### config.mk
export PLATFORM = sky130hd
export DESIGN_NAME = maze_frame_ctrl_flat
export DESIGN_NICKNAME = d
export VERILOG_FILES = /design/src/rtl/maze_frame_ctrl_if.sv /design/src/rtl/maze_frame_ctrl.sv /design/src/flat_wrapper.sv
export SDC_FILE = /design/constraint.sdc
export NUM_CORES = 1
export LEC_CHECK = 0
export BUFFER_PORTS_ARGS = -buffer_cell sky130_fd_sc_hd__buf_2
export CAP_MARGIN = 20
export CORE_ASPECT_RATIO = 0.7
export CORE_MARGIN = 8
export CORE_UTILIZATION = 50
export CTS_CLUSTER_SIZE = 10
export DETAILED_ROUTE_END_ITERATION = 6
export GPL_TIMING_DRIVEN = 1
export PLACE_DENSITY = 0.75
export SYNTH_ARGS = -nofsm -noshare
export SYNTH_HDL_FRONTEND = slang
export SYNTH_SLANG_ARGS = --single-unit
### constraint.sdc
create_clock -name clk -period 3.31 [get_ports clk]
set_clock_uncertainty 0.15 [all_clocks]
set_input_delay 0.331 -clock clk [delete_from_list [all_inputs] [get_ports clk]]
set_output_delay 0.331 -clock clk [all_outputs]
set_load 0.1 [all_outputs]
### src/rtl/maze_frame_ctrl_if.sv
// Request/ack and renderer-facing signals of the maze frame controller.
// slave = controller side, master = loader/game/VGA side.
interface maze_frame_ctrl_if #(
   parameter int DIM_MAX = 3
);
   localparam int PW = DIM_MAX * DIM_MAX;
   localparam int DW = $clog2(DIM_MAX) + 1;
   localparam int CW = $clog2(DIM_MAX);

   logic          vblank;
   logic          load_req;
   logic [PW-1:0] load_path;
   logic [DW-1:0] load_w;
   logic [DW-1:0] load_h;
   logic          load_ack;
   logic          cell_req;
   logic [CW-1:0] cell_x;
   logic [CW-1:0] cell_y;
   logic          cell_val;
   logic          cell_ack;
   logic          req_err;
   logic [PW-1:0] path_data;
   logic [DW-1:0] maze_width;
   logic [DW-1:0] maze_height;
   logic          dirty;
   logic          commit;

   modport slave (
      input  vblank, load_req, load_path, load_w, load_h,
             cell_req, cell_x, cell_y, cell_val,
      output load_ack, cell_ack, req_err, path_data, maze_width,
             maze_height, dirty, commit
   );

   modport master (
      output vblank, load_req, load_path, load_w, load_h,
             cell_req, cell_x, cell_y, cell_val,
      input  load_ack, cell_ack, req_err, path_data, maze_width,
             maze_height, dirty, commit
   );
endinterface

### src/rtl/maze_frame_ctrl.sv
// Maze picture owner: arbitrates loader/cell writes into a shadow, commits shadow to live at vblank rise.
// Latency: request accepted and ack raised at the sampling edge; live updates at the next vblank rising edge.
// Backpressure: 4-phase req/ack, one request in flight; FRAME_CNT_EN adds a 16-bit vblank counter.
module maze_frame_ctrl #(
   parameter int DIM_MAX   = 3,
   parameter int RESET_DIM = 3
) (
   input  logic                 clk,
   input  logic                 reset,
   maze_frame_ctrl_if.slave     bus
`ifdef FRAME_CNT_EN
   ,
   output logic [15:0]          frame_cnt
`endif
);
   localparam int PW = DIM_MAX * DIM_MAX;
   localparam int DW = $clog2(DIM_MAX) + 1;
   localparam int IW = $clog2(PW);
   localparam logic [DW-1:0] DMAX = DW'(DIM_MAX);
   localparam logic [DW-1:0] RDIM = DW'(RESET_DIM);

   typedef enum logic [1:0] {IDLE, ACK_LOAD, ACK_CELL} state_t;

   state_t        state, state_nxt;
   logic          rr_cell;
   logic [PW-1:0] sh_path;
   logic [DW-1:0] sh_w, sh_h;
   logic          vblank_d;
   logic          grant_load, grant_cell;
   logic          load_ok, cell_ok, vblank_rise;
   logic [IW-1:0] cell_idx;

   always_comb begin
      state_nxt  = state;
      grant_load = 1'b0;
      grant_cell = 1'b0;
      case (state)
         IDLE: begin
            // on a tie, grant whoever was not granted last
            if (bus.load_req && (!bus.cell_req || !rr_cell)) begin
               grant_load = 1'b1;
               state_nxt  = ACK_LOAD;
            end else if (bus.cell_req) begin
               grant_cell = 1'b1;
               state_nxt  = ACK_CELL;
            end
         end
         ACK_LOAD: if (!bus.load_req) state_nxt = IDLE;
         ACK_CELL: if (!bus.cell_req) state_nxt = IDLE;
         default:  state_nxt = IDLE;
      endcase
   end

   assign load_ok = (bus.load_w != '0) && (bus.load_w <= DMAX) &&
                    (bus.load_h != '0) && (bus.load_h <= DMAX);
   assign cell_ok = (DW'(bus.cell_x) < sh_w) && (DW'(bus.cell_y) < sh_h);
   assign cell_idx = IW'(bus.cell_x) * IW'(DIM_MAX) + IW'(bus.cell_y);
   assign vblank_rise = bus.vblank && !vblank_d;

   always_ff @(posedge clk) begin
      if (reset) begin
         state           <= IDLE;
         rr_cell         <= 1'b0;
         sh_path         <= '0;
         sh_w            <= RDIM;
         sh_h            <= RDIM;
         vblank_d        <= 1'b0;
         bus.load_ack    <= 1'b0;
         bus.cell_ack    <= 1'b0;
         bus.req_err     <= 1'b0;
         bus.path_data   <= '0;
         bus.maze_width  <= RDIM;
         bus.maze_height <= RDIM;
         bus.dirty       <= 1'b0;
         bus.commit      <= 1'b0;
      end else begin
         state        <= state_nxt;
         vblank_d     <= bus.vblank;
         bus.load_ack <= (state_nxt == ACK_LOAD);
         bus.cell_ack <= (state_nxt == ACK_CELL);
         bus.req_err  <= (grant_load && !load_ok) || (grant_cell && !cell_ok);
         if (grant_load || grant_cell)
            rr_cell <= grant_load;
         if (grant_load && load_ok) begin
            sh_path <= bus.load_path;
            sh_w    <= bus.load_w;
            sh_h    <= bus.load_h;
         end
         if (grant_cell && cell_ok)
            sh_path[cell_idx] <= bus.cell_val;
         // live takes the pre-update shadow if an acceptance coincides
         bus.commit <= vblank_rise && bus.dirty;
         if (vblank_rise && bus.dirty) begin
            bus.path_data   <= sh_path;
            bus.maze_width  <= sh_w;
            bus.maze_height <= sh_h;
         end
         if ((grant_load && load_ok) || (grant_cell && cell_ok))
            bus.dirty <= 1'b1;
         else if (vblank_rise)
            bus.dirty <= 1'b0;
      end
   end

`ifdef FRAME_CNT_EN
   always_ff @(posedge clk) begin
      if (reset)
         frame_cnt <= '0;
      else if (vblank_rise)
         frame_cnt <= frame_cnt + 16'd1;
   end
`endif
endmodule
### src/flat_wrapper.sv
// flat-port wrapper written by rule: the top's interface ports become plain ports
module maze_frame_ctrl_flat 
#(
   parameter int DIM_MAX   = 3,
   parameter int RESET_DIM = 3
)
  (clk, reset, bus_vblank, bus_load_req, bus_load_path, bus_load_w, bus_load_h, bus_cell_req, bus_cell_x, bus_cell_y, bus_cell_val, bus_load_ack, bus_cell_ack, bus_req_err, bus_path_data, bus_maze_width, bus_maze_height, bus_dirty, bus_commit);
  maze_frame_ctrl_if #(.DIM_MAX(DIM_MAX)) bus_i ();
  input  logic clk;
  input  logic reset;
  input wire logic [$bits(bus_i.vblank)-1:0] bus_vblank;
  input wire logic [$bits(bus_i.load_req)-1:0] bus_load_req;
  input wire logic [$bits(bus_i.load_path)-1:0] bus_load_path;
  input wire logic [$bits(bus_i.load_w)-1:0] bus_load_w;
  input wire logic [$bits(bus_i.load_h)-1:0] bus_load_h;
  input wire logic [$bits(bus_i.cell_req)-1:0] bus_cell_req;
  input wire logic [$bits(bus_i.cell_x)-1:0] bus_cell_x;
  input wire logic [$bits(bus_i.cell_y)-1:0] bus_cell_y;
  input wire logic [$bits(bus_i.cell_val)-1:0] bus_cell_val;
  output wire logic [$bits(bus_i.load_ack)-1:0] bus_load_ack;
  output wire logic [$bits(bus_i.cell_ack)-1:0] bus_cell_ack;
  output wire logic [$bits(bus_i.req_err)-1:0] bus_req_err;
  output wire logic [$bits(bus_i.path_data)-1:0] bus_path_data;
  output wire logic [$bits(bus_i.maze_width)-1:0] bus_maze_width;
  output wire logic [$bits(bus_i.maze_height)-1:0] bus_maze_height;
  output wire logic [$bits(bus_i.dirty)-1:0] bus_dirty;
  output wire logic [$bits(bus_i.commit)-1:0] bus_commit;
  assign bus_i.vblank = bus_vblank;
  assign bus_i.load_req = bus_load_req;
  assign bus_i.load_path = bus_load_path;
  assign bus_i.load_w = bus_load_w;
  assign bus_i.load_h = bus_load_h;
  assign bus_i.cell_req = bus_cell_req;
  assign bus_i.cell_x = bus_cell_x;
  assign bus_i.cell_y = bus_cell_y;
  assign bus_i.cell_val = bus_cell_val;
  assign bus_load_ack = bus_i.load_ack;
  assign bus_cell_ack = bus_i.cell_ack;
  assign bus_req_err = bus_i.req_err;
  assign bus_path_data = bus_i.path_data;
  assign bus_maze_width = bus_i.maze_width;
  assign bus_maze_height = bus_i.maze_height;
  assign bus_dirty = bus_i.dirty;
  assign bus_commit = bus_i.commit;
  maze_frame_ctrl #(.DIM_MAX(DIM_MAX), .RESET_DIM(RESET_DIM)) u_core (.clk(clk), .reset(reset), .bus(bus_i));
endmodule
==> flow_metrics.env, run 1 <==
export IMPL_async_reset_ff_frac=0
export IMPL_synth_common_cells="nand2_1, dfxtp_1, a21oi_1, mux2i_1, nor2_1"
export IMPL_hold_viol=0
export IMPL_synth_area_um2=1780
export IMPL_nFillCells=339
export IMPL_netlist_top_cells_area="dfxtp_1, nand2_1, mux2i_1"
export IMPL_maxSlewViolCount=0
export IMPL_setup_viol=0
export IMPL_crit_chain="buf_2, fa_1, ha_1, fa_1, nor2_1, and2_1, nand4_1, a211oi_1"
export IMPL_period_needed_ns=2.43
export IMPL_yosysWarningCount=0
export IMPL_critPathBufInv=1
export IMPL_wirelength_mm=3.93
export IMPL_power_density_nw_per_um2=506
export IMPL_clockBufferDepth=2
export IMPL_grt_pass1_vias=1373
export IMPL_cts_made_buffers=5
export IMPL_leakagePower_nw=0.875
export IMPL_numPortBuffers=44
export IMPL_yosysTopAreaCellShare=0.439
export IMPL_syn_nets=224
export IMPL_tns_ns=0
export IMPL_slowest_stage="fa_1"
export IMPL_hold_path_class="in2reg"
export IMPL_vias=1469
export IMPL_cts_num_sinks=39
export IMPL_fmax_ghz=0.412
export IMPL_drive_above_1_share=0.270
export IMPL_postLayoutCoreUtil=0.617
export IMPL_clk_latency_ns=0.29
export IMPL_drtIter0Drc=42
export IMPL_ant_nets=0
export IMPL_cp_slowest_stage_delay_ns=0.50
export IMPL_crit_family="adder cells"
export IMPL_dp_cells=279
export IMPL_path_class="in2reg"
export IMPL_max_slew_margin=0.464
export IMPL_core_area_um2=3470
export IMPL_holdBufCountCts=0
export IMPL_wl_per_cell_um=13.7
export IMPL_num_rows=18
export IMPL_max_cap_viol_count=0
export IMPL_grt_setup_unrepaired="false"
export IMPL_dp_hpwl_mm=3.03
export IMPL_synth_most_common_cell="nand2_1"
export IMPL_synthFlopType="dfxtp_1"
export IMPL_fp_dieW_um=87.3
export IMPL_crit_fanout=6
export IMPL_finalWorstSetupSlack_ns=0.885
export IMPL_ir_worst_vdd_mv=0.322
export IMPL_area_delta_synth_final_pct=20.4
export IMPL_cp_arrival_ns=2.48
export IMPL_start_util=0.512
export IMPL_synth_edf_count=0
export IMPL_place_congestion=0.890
export IMPL_cts_root_buf="clkbuf_8"
export IMPL_fp_dieH_um=65.9
export IMPL_h_tree_depth=2
export IMPL_grt_usage=0.143
export IMPL_critPathMostFrequentCell="fa_1"
export IMPL_finalPower_mw=1.08
export IMPL_viasPerCell=5.12
export IMPL_cts_setup_buffers=0
export IMPL_rrSetupSlack_ns=1.12
export IMPL_cts_resized=0
export IMPL_drt_first_pass_iters=4
export IMPL_ys_ff_latch=39
export IMPL_fin_crit_sh=0.733
export IMPL_insertedDiodeCount=0
export IMPL_cp_required_ns=3.36
export IMPL_yosysSeqAreaShare=0.439
export IMPL_clk_pin_slew_ns=0.07
export IMPL_cts_tree="done"
export IMPL_fin_nets=267
export IMPL_io_pins=45
export IMPL_grt_max_degree=31
export IMPL_pre_cts_slack_ns=0.576
export IMPL_synthCells=193
export IMPL_yosys_area_top_type="dfxtp_1"
export IMPL_grt_overflow=0
export IMPL_grt_first_pass_wirelength_mm=6.48
export IMPL_drc=0
export IMPL_synth_cell_types=44
export IMPL_worst_slew_pin_slew_ns=0.801
export IMPL_worst_setup_path_end_kind="flip-flop"
export IMPL_startpoint_type="input pin"
export IMPL_die_area_um2=5750
export IMPL_status="complete, no violations"
export IMPL_antenna_found_initial=0
export IMPL_layoutNonFillerInstCount=287
export IMPL_syn_avg_cell_area_um2=9.21
==> cells in the final DEF (no fill, tap or decap), types with 3 or more instances in the layout <==
cell       n
nor3_1     4
nand3_1    3
clkbuf_8   6
nand2b_1   5
nor2_1     8
o211ai_1   4
a21oi_1   17
mux2i_1   11
inv_1      4
or3_1      3
nor2b_1    4
dfxtp_1   39
buf_2     44
a211oi_1   5
nand2_1   40
ha_1       4
==> per-stage QoR <==
| step | area [µm²] | hold WS (ns) |
|---|---|---|
| after CTS | 2140 | 0.119 |
| after detailed placement | 2020 | 0.293 |
| final | 2140 | 0.124 |
| after global routing | 2140 | 0.125 |
| after global placement | 2020 | 0.290 |
| after floorplan | 1780 | 0.281 |
==> cell families after synthesis <==
family                   Yosys count  synth area share
multiplexers                      11            0.0620
AND/OR/NAND/NOR                   87             0.270
flip-flops                        39             0.439
buffers and inverters             13            0.0324
adder cells (fa/ha/maj)            6            0.0507
AO/OA/AOI/OAI                     37             0.146
==> final timing paths <==
kind | start | to | depth (start not counted)
hold reg to reg | u_core.bus.path_data[3] | u_core.bus.path_data[3] | 2
setup reg to reg | u_core.sh_h[1] | u_core.sh_path[2] | 7
hold / removal | bus_load_w[0] | u_core.sh_w[0] | 3
setup / recovery | bus_cell_y[1] | u_core.sh_path[3] | 8
==> per-layer routing <==
| layer | GRT usage | wire (µm) | vias up |
|---|---|---|---|
| li1 | - | - | 767 |
| met4 | 0.0490 | 38 | 0 |
| met3 | 0.0509 | 314 | 7 |
| met5 | 0 | 0 | - |
| met2 | 0.216 | 1650 | 39 |
| met1 | 0.185 | 1920 | 656 |
==> where the power goes <==
group | switching, mW | total, mW | internal [mW]
combinational | 0.125 | 0.182 | 0.0567
clock | 0.164 | 0.408 | 0.244
sequential | 0.00797 | 0.492 | 0.484
==> layout make-up <==
type | instances | area [µm²] | area share
multi-input cells | 141 | 938 | 0.439
flip-flops and latches | 39 | 781 | 0.365
repair buffers | 44 | 220 | 0.103
clock buffers | 6 | 82.6 | 0.0386
well taps | 50 | 62.6 | 0.0293
clock inverters | 2 | 35.0 | 0.0164
inverters | 5 | 18.8 | 0.00878
==> registers in the layout, indices dropped and copies added, names as in the netlist <==
signal                  flops
u_core.bus.load_ack         1
u_core.bus.req_err          1
u_core.bus.path_data        9
u_core.vblank_d             1
u_core.sh_h                 3
u_core.sh_w                 3
u_core.sh_path              9
u_core.bus.maze_height      3
u_core.bus.dirty            1
u_core.bus.maze_width       3
u_core.bus.commit           1
u_core.bus.cell_ack         1
u_core.rr_cell              1
u_core.state                2
==> tightest hold or removal path: stages <==
cell and delay [ns]:
buf_2 0.09, mux2i_1 0.06, nand2_1 0.06
No activity file was read; power rests on OpenSTA's default activity.
==> inputs of run 2 (changes only) <==
clock period = 2.3 ns   (was 3.31 ns; I/O delays follow)
==> flow_metrics.env, run 2 (same netlist as run 1, synthesis figures left out) <==
export IMPL_vias=1547
export IMPL_final_common_cell="buf_2"
export IMPL_fin_crit_sh=0.978
export IMPL_wirelength_mm=3.96
export IMPL_wl_met3_um=249
export IMPL_rrSetupSlack_ns=0.15
export IMPL_grt_usage=0.140
export IMPL_insertedDiodeCount=0
export IMPL_numPortBuffers=44
export IMPL_fp_dieH_um=65.9
export IMPL_drive_above_1_share=0.328
export IMPL_status="complete, no violations"
export IMPL_leakagePower_nw=0.943
export IMPL_setup_viol=0
export IMPL_clk_pin_slew_ns=0.07
export IMPL_finish_instance_area_um2=2260
export IMPL_critPathLaunch="bus_cell_y[1]"
export IMPL_drc=0
export IMPL_area_delta_synth_final_pct=27.0
export IMPL_ir_worst_vdd_mv=0.407
export IMPL_dp_hpwl_mm=3.09
export IMPL_cp_arrival_ns=2.26
export IMPL_ff2ff_path_depth=7
export IMPL_ant_nets=0
export IMPL_crit_end="u_core.sh_path[7]"
export IMPL_wl_per_cell_um=13.2
export IMPL_pre_cts_slack_ns=-0.254
export IMPL_grt_max_degree=30
export IMPL_largestRegisters="u_core.bus.path_data: 9 flops, u_core.sh_path: 9 flops"
export IMPL_hold_path_class="in2reg"
export IMPL_placed_area_um2=2130
export IMPL_num_rows=18
export IMPL_clockBufferDepth=2
export IMPL_worst_slew_pin_slew_ns=0.489
export IMPL_mostFrequentLayoutCells="buf_2, nand2_1, dfxtp_1, a21oi_1, buf_4"
export IMPL_start_util=0.512
export IMPL_antenna_found_initial=0
export IMPL_grt_overflow=0
export IMPL_drtIter0Drc=54
export IMPL_finalPower_mw=1.59
export IMPL_grt_setup_unrepaired="false"
export IMPL_die_area_um2=5750
export IMPL_highest_signal_layer="met4"
export IMPL_fp_dieW_um=87.3
export IMPL_postLayoutCoreUtil=0.650
export IMPL_core_area_um2=3470
export IMPL_hold_viol=0
export IMPL_wl_met1_mm=1.94
export IMPL_viasPerCell=5.16
export IMPL_crit_fanout=5
export IMPL_holdBufCountCts=0
export IMPL_dr_wl_met2_mm=1.75
export IMPL_period_needed_ns=2.25
export IMPL_grt_pass1_vias=1422
export IMPL_max_cap_viol_count=0
export IMPL_h_tree_depth=2
export IMPL_nFillCells=325
export IMPL_io_pins=45
export IMPL_grt_first_pass_wirelength_mm=6.52
export IMPL_clk_latency_ns=0.28
export IMPL_startpoint_type="input pin"
export IMPL_whs_path_depth=2
export IMPL_cts_tree="done"
export IMPL_drt_first_pass_iters=4
export IMPL_maxSlewViolCount=0
export IMPL_cts_made_buffers=5
export IMPL_place_congestion=0.845
export IMPL_reg2reg_to="u_core.sh_path[2]"
export IMPL_power_density_nw_per_um2=704
export IMPL_cts_root_buf="clkbuf_8"
export IMPL_cp_required_ns=2.31
export IMPL_worst_setup_path_end_kind="flip-flop"
export IMPL_fmax_ghz=0.445
export IMPL_cts_num_sinks=39
export IMPL_finalWorstSetupSlack_ns=0.0505
export IMPL_max_slew_margin=0.676
export IMPL_timing_rr_start="u_core.sh_h[1]"
export IMPL_path_class="in2reg"
export IMPL_fin_nets=280
==> run 2: worst min path at each step <==
| stage | start | end | slack [ns] |
|---|---|---|---|
| 5_1_grt | bus_load_h[1] | u_core.sh_h[1] | 0.04 |
| 4_1_cts | bus_vblank | u_core.vblank_d | 0.01 |
| 3_5_place_dp | u_core.sh_path[6] | u_core.bus.path_data[6] | 0.29 |
| 6_report | bus_vblank | u_core.vblank_d | 0.02 |
| 2_1_floorplan | bus_cell_req | u_core.bus.load_ack | 0.20 |
| 3_3_place_gp | u_core.sh_path[8] | u_core.bus.path_data[8] | 0.29 |
==> run 2: power breakdown <==
| group | internal (mW) | switching, mW |
|---|---|---|
| clock | 0.351 | 0.227 |
| combinational | 0.111 | 0.191 |
| sequential | 0.696 | 0.0116 |
==> run 2: stage by stage <==
step	setup TNS, ns	instances	hold slack (ns)
3_5_place_dp	-1.44	292	0.293
3_3_place_gp	-1.26	292	0.290
4_1_cts	0	300	0.0149
5_1_grt	0	300	0.0399
2_1_floorplan	-0.0666	193	0.202
6_report	0	300	0.0239
==> run 2: worst max-delay path, cell delays in order <==
cell and delay, ns:
buf_2 0.12, fa_1 0.48, ha_2 0.20, fa_2 0.63
nor2b_4 0.16, buf_4 0.12, nand2_1 0.06, nor3_1 0.19
a211oi_1 0.07
==> run 2: final cells by class <==
cell class / count / area (µm²) / share of cell area
clock buffers: 6 / 82.6 / 0.0366
repair buffers: 57 / 318 / 0.141
clock inverters: 2 / 35.0 / 0.0155
well taps: 50 / 62.6 / 0.0277
multi-input cells: 141 / 958 / 0.425
inverters: 5 / 18.8 / 0.00832
flip-flops and latches: 39 / 781 / 0.346
==> run 2: per-layer routing <==
layer | GRT usage | vias to the layer above
li1 | - | 793
met1 | 0.178 | 715
met2 | 0.222 | 36
met3 | 0.0459 | 3
met4 | 0.0341 | 0
met5 | 0 | -
==> run 2: timing repair <==
action	4_1_cts	5_1_grt
gates resized for setup	0	2
setup endpoints to repair	0	3
buffers inserted	0	0
endpoints found under the hold margin	0	0
==> inputs of run 3 (changes only) <==
ABC_AREA = 1   (was unset)
PLACE_DENSITY = 0.74   (was 0.75)
==> flow_metrics.env, run 3 <==
export IMPL_viasPerCell=5.02
export IMPL_drt_first_pass_iters=4
export IMPL_io_pins=45
export IMPL_clk_latency_ns=0.29
export IMPL_area_delta_synth_final_pct=20.3
export IMPL_synth_compound_area_frac=0.0884
export IMPL_max_cap_viol_count=0
export IMPL_setup_viol=0
export IMPL_grt_overflow=0
export IMPL_h_tree_depth=2
export IMPL_grt_first_pass_wirelength_mm=7.78
export IMPL_drc=0
export IMPL_mostFrequentLayoutCells="nand2_1, buf_2, dfxtp_1, nor2_1, inv_1"
export IMPL_grt_max_degree=24
export IMPL_path_class="in2reg"
export IMPL_fp_dieH_um=67.5
export IMPL_synth_most_common_cell="nand2_1"
export IMPL_period_needed_ns=2.17
export IMPL_synthMuxAreaShare=0
export IMPL_postLayoutCoreUtil=0.637
export IMPL_synthCells=266
export IMPL_yosys_area_top_type="dfxtp_1"
export IMPL_ant_nets=0
export IMPL_grt_util_met1=0.247
export IMPL_finish_instance_area_um2=2280
export IMPL_use_met3=0.0376
export IMPL_drtIter0Drc=148
export IMPL_holdBufCountCts=0
export IMPL_crit_chain="buf_2, fa_1, ha_1, fa_1, nand2_1, nor3_1, nand4_1, nand2_1, nor2_1"
export IMPL_synthFlopType="dfxtp_1"
export IMPL_hold_path_class="in2reg"
export IMPL_start_util=0.530
export IMPL_ir_worst_vdd_mv=0.501
export IMPL_grt_setup_unrepaired="false"
export IMPL_crit_fanout=4
export IMPL_tns_ns=0
export IMPL_worst_slew_pin_slew_ns=0.554
export IMPL_clockBufferDepth=2
export IMPL_startpoint_type="input pin"
export IMPL_netlist_top_cells_area="dfxtp_1, nand2_1, nor2_1"
export IMPL_syn_avg_cell_area_um2=7.13
export IMPL_final_common_cell="nand2_1"
export IMPL_die_area_um2=6050
export IMPL_grt_most_used_layer="met1"
export IMPL_synth_simple_gate_area_share=0.357
export IMPL_yosysTopAreaCellShare=0.412
export IMPL_largestRegisters="u_core.bus.path_data: 9 flops, u_core.sh_path: 9 flops"
export IMPL_grt_pass1_vias=1594
export IMPL_cp_arrival_ns=2.21
export IMPL_fmax_ghz=0.461
export IMPL_slowest_stage="fa_1"
export IMPL_max_slew_margin=0.630
export IMPL_ys_ff_latch=39
export IMPL_cts_made_buffers=5
export IMPL_synth_common_cells="nand2_1, dfxtp_1, nor2_1, inv_1, a21oi_1"
export IMPL_fin_crit_sh=0.944
export IMPL_nFillCells=352
export IMPL_status="complete, no violations"
export IMPL_cts_num_sinks=39
export IMPL_maxSlewViolCount=0
export IMPL_power_density_nw_per_um2=713
export IMPL_cts_setup_buffers=0
export IMPL_cp_required_ns=2.34
export IMPL_drive_above_1_share=0.239
export IMPL_grt_use_met2=0.223
export IMPL_clk_pin_slew_ns=0.07
export IMPL_syn_nets=297
export IMPL_synth_xor_area_frac=0
export IMPL_finalWorstSetupSlack_ns=0.130
export IMPL_insertedDiodeCount=0
export IMPL_finalPower_mw=1.63
export IMPL_worst_setup_path_end_kind="flip-flop"
export IMPL_dp_hpwl_mm=3.43
export IMPL_cts_tree="done"
export IMPL_synth_area_um2=1900
export IMPL_cp_slowest_stage_delay_ns=0.52
export IMPL_yosysWarningCount=0
export IMPL_cts_root_buf="clkbuf_8"
export IMPL_synth_cell_types=29
export IMPL_core_area_um2=3580
export IMPL_pre_cts_slack_ns=-0.148
export IMPL_placed_area_um2=2160
export IMPL_yosysSeqAreaShare=0.412
export IMPL_antenna_found_initial=0
export IMPL_place_congestion=0.864
export IMPL_async_reset_ff_frac=0
export IMPL_hold_viol=0
export IMPL_vias=1827
export IMPL_synth_top_family_by_area="simple AND/OR/NAND/NOR gates"
export IMPL_wirelength_mm=4.64
export IMPL_fp_dieW_um=89.6
export IMPL_num_rows=18
export IMPL_synth_fa_ha_area_frac=0.0475
export IMPL_synth_edf_count=0
export IMPL_fin_nets=344
export IMPL_wl_per_cell_um=12.7
export IMPL_numPortBuffers=44
export IMPL_cts_resized=0
export IMPL_leakagePower_nw=1.11
export IMPL_grt_usage=0.167
## run 3: final timing paths
| check | from | slack, ns | endpoint | depth (start not counted) |
|---|---|---|---|---|
| max | bus_cell_y[1] | 0.13 | u_core.sh_path[5] | 9 |
| min | bus_load_w[1] | 0.03 | u_core.sh_w[1] | 3 |
| max reg2reg | u_core.sh_h[1] | 0.53 | u_core.sh_path[0] | 10 |
| min reg2reg | u_core.bus.path_data[7] | 0.31 | u_core.bus.path_data[7] | 2 |
## run 3: logic make-up (layout without fill, tap and decap cells)
group	after synthesis	after routing
AOI/OAI and AO/OA	31	31
DFF	39	39
buffers and inverters	44	92
adders and majority gates	6	6
and+or+nand+nor	146	146
## run 3: area by class of cell
cell class              instances  area, µm²  share of cell area
clock buffers                   6       82.6              0.0362
multi-input cells             183        935               0.410
flip-flops and latches         39        781               0.342
repair buffers                 48        250               0.110
inverters                      36        135              0.0592
well taps                      50       62.6              0.0274
clock inverters                 2       35.0              0.0154
## run 3: through the flow
| step | hold slack [ns] | std cells |
|---|---|---|
| 3_3_place_gp | 0.300 | 356 |
| 6_report | 0.0342 | 364 |
| 3_5_place_dp | 0.302 | 356 |
| 2_1_floorplan | 0.185 | 266 |
| 4_1_cts | 0.0324 | 364 |
| 5_1_grt | 0.0379 | 364 |
## run 3: worst max-delay path: cells and delay by family
family                   cells  cell delay [ns]
adder cells (fa/ha/maj)      3             1.21
buffers and inverters        1             0.12
AND/OR/NAND/NOR              5             0.66
## run 3: per-layer routing
metal | part of all wire | vias up
met2 | 0.41 | 63
met4 | 0.015 | 0
met5 | 0 | -
met3 | 0.096 | 8
li1 | - | 945
met1 | 0.48 | 811
## run 3: where the power goes
part	switching (mW)	internal (mW)
clock network	0.239	0.351
logic	0.237	0.0843
registers	0.0135	0.700
